`src/rtl/vram_arbiter_pkg.sv`:
```
// Shared types and widths for the video/main SRAM arbiter.
package vram_arbiter_pkg;

  localparam int unsigned AW_C = 19;
  localparam int unsigned DW_C = 8;

  typedef enum logic [2:0] {
    IDLE,
    RD1,
    RD2,
    WR1,
    WR2,
    WR3
  } arb_state_t;

  typedef enum logic [1:0] {
    OWN_NONE,
    OWN_SCR,
    OWN_CPU,
    OWN_AUX
  } arb_owner_t;

endpackage

```
`src/rtl/vram_aux_fifo.sv`:
```
// Small write FIFO buffering auxiliary SRAM writes (palette, DMA).
module vram_aux_fifo
  import vram_arbiter_pkg::*;
#(
  parameter int unsigned DEPTH = 2,
  parameter int unsigned AW    = AW_C,
  parameter int unsigned DW    = DW_C
) (
  input  logic          clk28,
  input  logic          rst_n,
  input  logic          push_i,
  input  logic [AW-1:0] push_addr_i,
  input  logic [DW-1:0] push_data_i,
  input  logic          pop_i,
  output logic [AW-1:0] head_addr_o,
  output logic [DW-1:0] head_data_o,
  output logic          full_o,
  output logic          empty_o
);

  localparam int unsigned PW = (DEPTH > 1) ? $clog2(DEPTH) : 1;
  localparam logic [PW:0] FULL_CNT = DEPTH[PW:0];

  logic [PW-1:0] wr_ptr_q;
  logic [PW-1:0] rd_ptr_q;
  logic [PW:0]   count_q;
  logic [AW-1:0] addr_mem_q [DEPTH];
  logic [DW-1:0] data_mem_q [DEPTH];
  logic          push_ok;
  logic          pop_ok;

  assign full_o      = (count_q == FULL_CNT);
  assign empty_o     = (count_q == '0);
  assign push_ok     = push_i & ~full_o;
  assign pop_ok      = pop_i & ~empty_o;
  assign head_addr_o = addr_mem_q[rd_ptr_q];
  assign head_data_o = data_mem_q[rd_ptr_q];

  // Pointer and occupancy bookkeeping; pointers wrap naturally at DEPTH.
  always_ff @(posedge clk28) begin
    if (!rst_n) begin
      wr_ptr_q <= '0;
      rd_ptr_q <= '0;
      count_q  <= '0;
    end else begin
      if (push_ok) wr_ptr_q <= wr_ptr_q + PW'(1);
      if (pop_ok)  rd_ptr_q <= rd_ptr_q + PW'(1);
      if (push_ok && !pop_ok) begin
        count_q <= count_q + (PW+1)'(1);
      end else if (pop_ok && !push_ok) begin
        count_q <= count_q - (PW+1)'(1);
      end
    end
  end

  // Entry storage; contents are don't-care until pushed.
  always_ff @(posedge clk28) begin
    if (push_ok) begin
      addr_mem_q[wr_ptr_q] <= push_addr_i;
      data_mem_q[wr_ptr_q] <= push_data_i;
    end
  end

endmodule

```
`src/rtl/vram_arbiter.sv`:
```
// Clocked scheduler owning the shared video/main SRAM bus.
// Priority: screen > CPU > aux, with aux promoted over CPU after starving.
module vram_arbiter
  import vram_arbiter_pkg::*;
#(
  parameter int unsigned AW         = AW_C,
  parameter int unsigned DW         = DW_C,
  parameter int unsigned AUX_DEPTH  = 2,
  parameter int unsigned AUX_STARVE = 8
) (
  input  logic          clk28,
  input  logic          rst_n,
  input  logic          scr_req,
  input  logic [AW-1:0] scr_addr,
  output logic          scr_ack,
  output logic [DW-1:0] scr_data,
  input  logic          cpu_req,
  input  logic          cpu_wr,
  input  logic [AW-1:0] cpu_addr,
  input  logic [DW-1:0] cpu_wdata,
  output logic [DW-1:0] cpu_rdata,
  output logic          cpu_ack,
  output logic          cpu_wait,
  input  logic          aux_valid,
  output logic          aux_ready,
  input  logic [AW-1:0] aux_addr,
  input  logic [DW-1:0] aux_data,
  output logic [AW-1:0] sram_a,
  output logic [DW-1:0] sram_dout,
  output logic          sram_oe,
  input  logic [DW-1:0] sram_din,
  output logic          n_vrd,
  output logic          n_vwr
);

  localparam int unsigned SW = $clog2(AUX_STARVE + 1);
  localparam logic [SW-1:0] STARVE_MAX = AUX_STARVE[SW-1:0];

  arb_state_t    state_q, state_d;
  arb_owner_t    owner_q, owner_d;
  logic [AW-1:0] addr_q, addr_d;
  logic [DW-1:0] wdata_q, wdata_d;
  logic [SW-1:0] starve_q, starve_d;
  logic          scr_ack_q, scr_ack_d;
  logic          cpu_ack_q, cpu_ack_d;
  logic [DW-1:0] scr_data_q, scr_data_d;
  logic [DW-1:0] cpu_rdata_q, cpu_rdata_d;

  logic          fifo_pop;
  logic          fifo_full;
  logic          fifo_empty;
  logic [AW-1:0] fifo_addr;
  logic [DW-1:0] fifo_data;

  logic          end_pt;
  logic          arb_pt;
  logic          scr_ok;
  logic          cpu_ok;
  logic          aux_ok;
  logic          aux_promoted;

  vram_aux_fifo #(
    .DEPTH(AUX_DEPTH),
    .AW   (AW),
    .DW   (DW)
  ) u_aux_fifo (
    .clk28      (clk28),
    .rst_n      (rst_n),
    .push_i     (aux_valid),
    .push_addr_i(aux_addr),
    .push_data_i(aux_data),
    .pop_i      (fifo_pop),
    .head_addr_o(fifo_addr),
    .head_data_o(fifo_data),
    .full_o     (fifo_full),
    .empty_o    (fifo_empty)
  );

  // Arbitration points are IDLE and the final cycle of each access.
  // The finishing owner and any requester in its ack cycle are masked so
  // a held level request is never granted twice.
  assign end_pt       = (state_q == RD2) || (state_q == WR3);
  assign arb_pt       = end_pt || (state_q == IDLE);
  assign scr_ok       = scr_req & ~scr_ack_q & ~(end_pt && owner_q == OWN_SCR);
  assign cpu_ok       = cpu_req & ~cpu_ack_q & ~(end_pt && owner_q == OWN_CPU);
  assign aux_ok       = ~fifo_empty & ~(end_pt && owner_q == OWN_AUX);
  assign aux_promoted = aux_ok && (starve_q == STARVE_MAX);

  assign sram_a    = addr_q;
  assign sram_dout = wdata_q;
  assign scr_ack   = scr_ack_q;
  assign cpu_ack   = cpu_ack_q;
  assign scr_data  = scr_data_q;
  assign cpu_rdata = cpu_rdata_q;
  assign cpu_wait  = cpu_req & ~cpu_ack_q;
  assign aux_ready = ~fifo_full;

  // State, owner and datapath registers.
  always_ff @(posedge clk28) begin
    if (!rst_n) begin
      state_q     <= IDLE;
      owner_q     <= OWN_NONE;
      addr_q      <= '0;
      wdata_q     <= '0;
      starve_q    <= '0;
      scr_ack_q   <= 1'b0;
      cpu_ack_q   <= 1'b0;
      scr_data_q  <= '0;
      cpu_rdata_q <= '0;
    end else begin
      state_q     <= state_d;
      owner_q     <= owner_d;
      addr_q      <= addr_d;
      wdata_q     <= wdata_d;
      starve_q    <= starve_d;
      scr_ack_q   <= scr_ack_d;
      cpu_ack_q   <= cpu_ack_d;
      scr_data_q  <= scr_data_d;
      cpu_rdata_q <= cpu_rdata_d;
    end
  end

  // Access sequencing, completion handling, grant selection and strobes.
  always_comb begin
    state_d     = state_q;
    owner_d     = owner_q;
    addr_d      = addr_q;
    wdata_d     = wdata_q;
    starve_d    = starve_q;
    scr_ack_d   = 1'b0;
    cpu_ack_d   = 1'b0;
    scr_data_d  = scr_data_q;
    cpu_rdata_d = cpu_rdata_q;
    fifo_pop    = 1'b0;
    n_vrd       = 1'b1;
    n_vwr       = 1'b1;
    sram_oe     = 1'b0;

    case (state_q)
      IDLE: ;
      RD1: begin
        n_vrd   = 1'b0;
        state_d = RD2;
      end
      RD2: begin
        n_vrd = 1'b0;
        if (owner_q == OWN_SCR) begin
          scr_data_d = sram_din;
          scr_ack_d  = 1'b1;
        end else begin
          cpu_rdata_d = sram_din;
          cpu_ack_d   = 1'b1;
        end
      end
      WR1: begin
        sram_oe = 1'b1;
        state_d = WR2;
      end
      WR2: begin
        sram_oe = 1'b1;
        n_vwr   = 1'b0;
        state_d = WR3;
      end
      WR3: begin
        sram_oe = 1'b1;
        if (owner_q == OWN_CPU) cpu_ack_d = 1'b1;
        else                    fifo_pop  = 1'b1;
      end
      default: state_d = IDLE;
    endcase

    if (arb_pt) begin
      state_d = IDLE;
      if (scr_ok) begin
        state_d = RD1;
        owner_d = OWN_SCR;
        addr_d  = scr_addr;
      end else if (cpu_ok && !aux_promoted) begin
        state_d = cpu_wr ? WR1 : RD1;
        owner_d = OWN_CPU;
        addr_d  = cpu_addr;
        if (cpu_wr) wdata_d = cpu_wdata;
        if (aux_ok && starve_q != STARVE_MAX) starve_d = starve_q + SW'(1);
      end else if (aux_ok) begin
        state_d  = WR1;
        owner_d  = OWN_AUX;
        addr_d   = fifo_addr;
        wdata_d  = fifo_data;
        starve_d = '0;
      end
    end

    if (fifo_empty) starve_d = '0;
  end

endmodule

```
`config.mk`:
```
export PLATFORM = sky130hd
export DESIGN_NAME = vram_arbiter
export DESIGN_NICKNAME = d
export VERILOG_FILES = /design/src/rtl/vram_arbiter_pkg.sv /design/src/rtl/vram_aux_fifo.sv /design/src/rtl/vram_arbiter.sv
export SDC_FILE = /design/constraint.sdc
export NUM_CORES = 1
export LEC_CHECK = 0
export BUFFER_PORTS_ARGS = -buffer_cell sky130_fd_sc_hd__buf_4
export CAP_MARGIN = 20
export CELL_PAD_IN_SITES_DETAIL_PLACEMENT = 0
export CELL_PAD_IN_SITES_GLOBAL_PLACEMENT = 1
export CORE_MARGIN = 2
export CORE_UTILIZATION = 30
export DETAILED_ROUTE_END_ITERATION = 10
export PLACE_DENSITY_LB_ADDON = 0.1
export SLEW_MARGIN = 10
export SYNTH_ARGS = -nofsm -noshare
export SYNTH_HDL_FRONTEND = slang
export SYNTH_SLANG_ARGS = --single-unit
export TNS_END_PERCENT = 1
```
`constraint.sdc`:
```
create_clock -name clk28 -period 5.9 [get_ports clk28]
set_input_delay 0.295 -clock clk28 [delete_from_list [all_inputs] [get_ports clk28]]
set_output_delay 0.295 -clock clk28 [all_outputs]
set_load 0.02 [all_outputs]
```
==> implementation parameters <==
Parameter                              Value

Global route
  Wire length of the first global-routing pass ... 18.4 mm
  GRT Residual Overflow ... 0
  Initial antenna violation count ... 0
  Vias in the first global route ... between 3000 and 4000
  Pin count of the biggest net entering global routing ... 65
  GRT Resource Usage Total ... 14.3%

Critical path
  Standard cell with the maximum stage delay on the critical path ... a2111oi_4
  Ordered list of cells on the worst path ... nor3b_4 > o21ai_4 > mux2i_1 > a2111oi_4 > o2111ai_1 > o21ai_0
  Category of the worst setup path capture point ... flop
  Required time of the critical path ... 6.22 ns
  Slowest Stage Delay on Critical Path ... 0.91 ns
  Startpoint type of the worst setup path ... flop
  Arr. time, crit path ... around 3.1 ns
  Max Fanout on Critical Path ... 17
  CP Class ... reg2reg

Clock tree
  Worst skew pair latency ... 0.41 ns
  TritonCTS clock tree ... yes
  Register clock-pin slew on the reported worst setup and hold paths ... approximately 0.050 ns
  Root cell of the clock tree ... clkbuf_16
  Clock buffer count from CTS ... 17
  Post-CTS Repair Setup Buffers ... 0
  Number of buffers between clock root and the deepest sink ... 2
  Hold-fix buffers at CTS ... 0
  Clock net sink count ... 113
  H-tree Lvls ... 4
  Count of cells resized by post-cts repair ... 0

Yosys
  Post-synthesis area per instance ... 10.8 sq um
  Share of synthesized flip-flops with an asynchronous set or reset ... 0%
  Portion of the post-synthesis area used by sequential elements ... approximately three fifths
  Synth area leader ... edfxtp_1
  Synthesized area ... 4820 sq um
  Post-synth top flop ... dfxtp_1
  Post-synth top area share ... 33.6%
  Distinct cells, synth ... 48
  Top cells by area, synth ... edfxtp_1 (34%), dfxtp_1 (25%), mux2i_1 (5.8%), nand2_1 (5.5%), a211o_1 (3.3%)
  Number of enable-type register cells in the synthesized netlist ... 54
  Mapped Nets ... ~540
  Flop and latch count out of synthesis ... around 110
  Number of warnings printed during yosys synthesis ... 0
  Synth Instances ... 446

Status
  Outcome ... completed

Timing
  Total negative slack for setup checks ... 0 ns
  Worst Tran Pin Value ... 0.933 ns
  Final Setup Violations ... 0
  Count of final hold-check violations ... 0
  Max Clock Skew ... 0.00775 ns
  Upper clock frequency limit ... 360 MHz
  Number of max-slew violations in the final report ... 0
  Slew margin rel. ... a little under two fifths
  Min Clock Period, post-route ... 2.77 ns
  Unrepaired setup endpoints after global routing ... no
  Fin crit share ... 47.0%

Route
  Total number of vias ... 3726
  Routed len/inst ... 14.9 um
  Pre-Repair DR Iteration Count ... 4
  Final WL ... 11.9 mm
  DRC marker count from the first detailed-route iteration ... 170
  Number of remaining DRC errors ... 0
  Antenna-violating nets left ... 0
  Detail-routed via count per cell ... 4.66

Floorplanning
  Number of placed I/O pins ... 137
  DIE WIDTH ... approximately 130 um
  Initial core utilization ... 30.6%
  Floorplan Core Area ... 15800 sq um
  Number of placement rows ... 46
  Die span in y ... 131 um
  Die footprint ... approximately 17000 sq um

Placed design
  Post-detailed-placement half-perimeter wirelength ... 7.80 mm
  Placed Cells incl. Taps ... 767
  Gpl congestion ... 0.756
  Number of buffer cells added on primary ports ... 136

Hold path
  Worst hold path class ... in2reg

Finish
  Area Growth Syn to Fin ... 36.9%
  Fin nets ... 661
  Most frequent cells in the layout ... buf_4 (137), nand2_1 (71), dfxtp_1 (58)
  Non-filler instance count after layout ... 800
  Most common library cell in the layout ignoring fill and taps ... buf_4
  Antenna Diode Count ... 0
  Share of post-route cells with drive strength above 1 ... a little under a third
  Fill count ... 1587

Pwr
  Static leakage power ... between 2 and 3 nW
  Power per cell area ... 364 nW/um^2
  Maximum VDD drop ... 180 uV

Job
  Maxcap violations ... 0
## cell families (layout without fill, tap and decap cells)
logic type / after synthesis / after routing / synth area share (%)
compound gates: 117 / 117 / 17.3
buf+inv: 39 / 177 / 3.71
simple gates: 141 / 141 / 13.3
xor+xnor: 4 / 4 / 0.727
mux: 29 / 29 / 6.05
flops: 113 / 113 / 58.1
fa+ha+maj: 3 / 3 / 0.779
## area by class of cell
cell class | instances | area, sq um | share of cell area, %
Clock buffer | 27 | 534 | 8.09
Clock inverter | 5 | 50.0 | 0.758
Inverter | 7 | 26.3 | 0.398
Multi-Input combinational cell | 294 | 1870 | 28.3
Sequential cell | 113 | 2800 | 42.5
Tap cell | 216 | 270 | 4.09
Timing Repair Buffer | 138 | 1050 | 15.9
## synth_stat cells (3+ instances only)
master / count
nand2_1: 71
inv_1: 7
o21ai_0: 31
a21boi_0: 18
nand2b_1: 4
a21oi_1: 6
clkbuf_1: 21
o2111ai_1: 7
dfxtp_1: 59
a211o_1: 18
buf_2: 5
o211ai_1: 3
a31oi_1: 18
nand3b_1: 3
and2_1: 7
nor2b_1: 3
ha_1: 3
nor2_1: 30
nand3_1: 10
o21a_1: 4
edfxtp_1: 54
mux2i_1: 28
## critical path, delay by kind of cell, from the launching register on
kind            cells  cell delay, ns
compound gates      4            1.37
flops               1            0.48
mux                 1            0.21
simple gates        1            0.62
## path summary, 6_finish.rpt
kind	to	cells after the start	slack, ns	from
max	sram_dout[4]	6	3.13	state_q[1]
min	u_aux_fifo.addr_mem_q[1][0]	1	0.07	aux_addr[0]
max reg2reg	sram_dout[4]	6	3.13	state_q[1]
min reg2reg	scr_data[2]	2	0.46	scr_data[2]
## flip-flops by register name, summed over array words and instances, names as in the netlist, named ones only
signal                 flops
sram_a                    19
scr_ack                    1
u_aux_fifo.wr_ptr_q        1
cpu_rdata                  8
u_aux_fifo.rd_ptr_q        1
u_aux_fifo.addr_mem_q     38
cpu_ack                    1
starve_q                   4
sram_dout                  8
state_q                    3
u_aux_fifo.count_q         2
scr_data                   8
owner_q                    2
u_aux_fifo.data_mem_q     16
## layer usage
layer	up-vias	wire length (um)	GRT usage, %
met5	-	0	0
met4	0	166	6.01
met3	13	850	5.37
met2	107	5480	22.9
met1	1744	5430	17.4
li1	1862	-	-
## metrics by stage
stage | utilization (%) | setup slack (ns) | power [W] | instance area (sq um) | hold WS, ns
global route | 41.9 | 2.86 | 0.00252 | 6600 | 0.0464
detailed placement | 38.0 | 2.96 | 0.00144 | 6000 | 0.461
finish | 41.9 | 3.13 | 0.00241 | 6600 | 0.0706
floorplan | - | 3.53 | 0.00125 | 4820 | 0.394
CTS | 41.7 | 2.97 | 0.00244 | 6580 | 0.0452
global placement | 38.0 | 3.06 | 0.00143 | 6000 | 0.452
## power breakdown
group	internal, W	leakage, nW	switching [W]
logic	0.000188	1.27	0.000267
clock network	0.000657	0.292	0.000329
registers	0.000915	0.988	0.0000487
total	0.00176	2.55	0.000646
No activity file was read; power rests on OpenSTA's default activity.
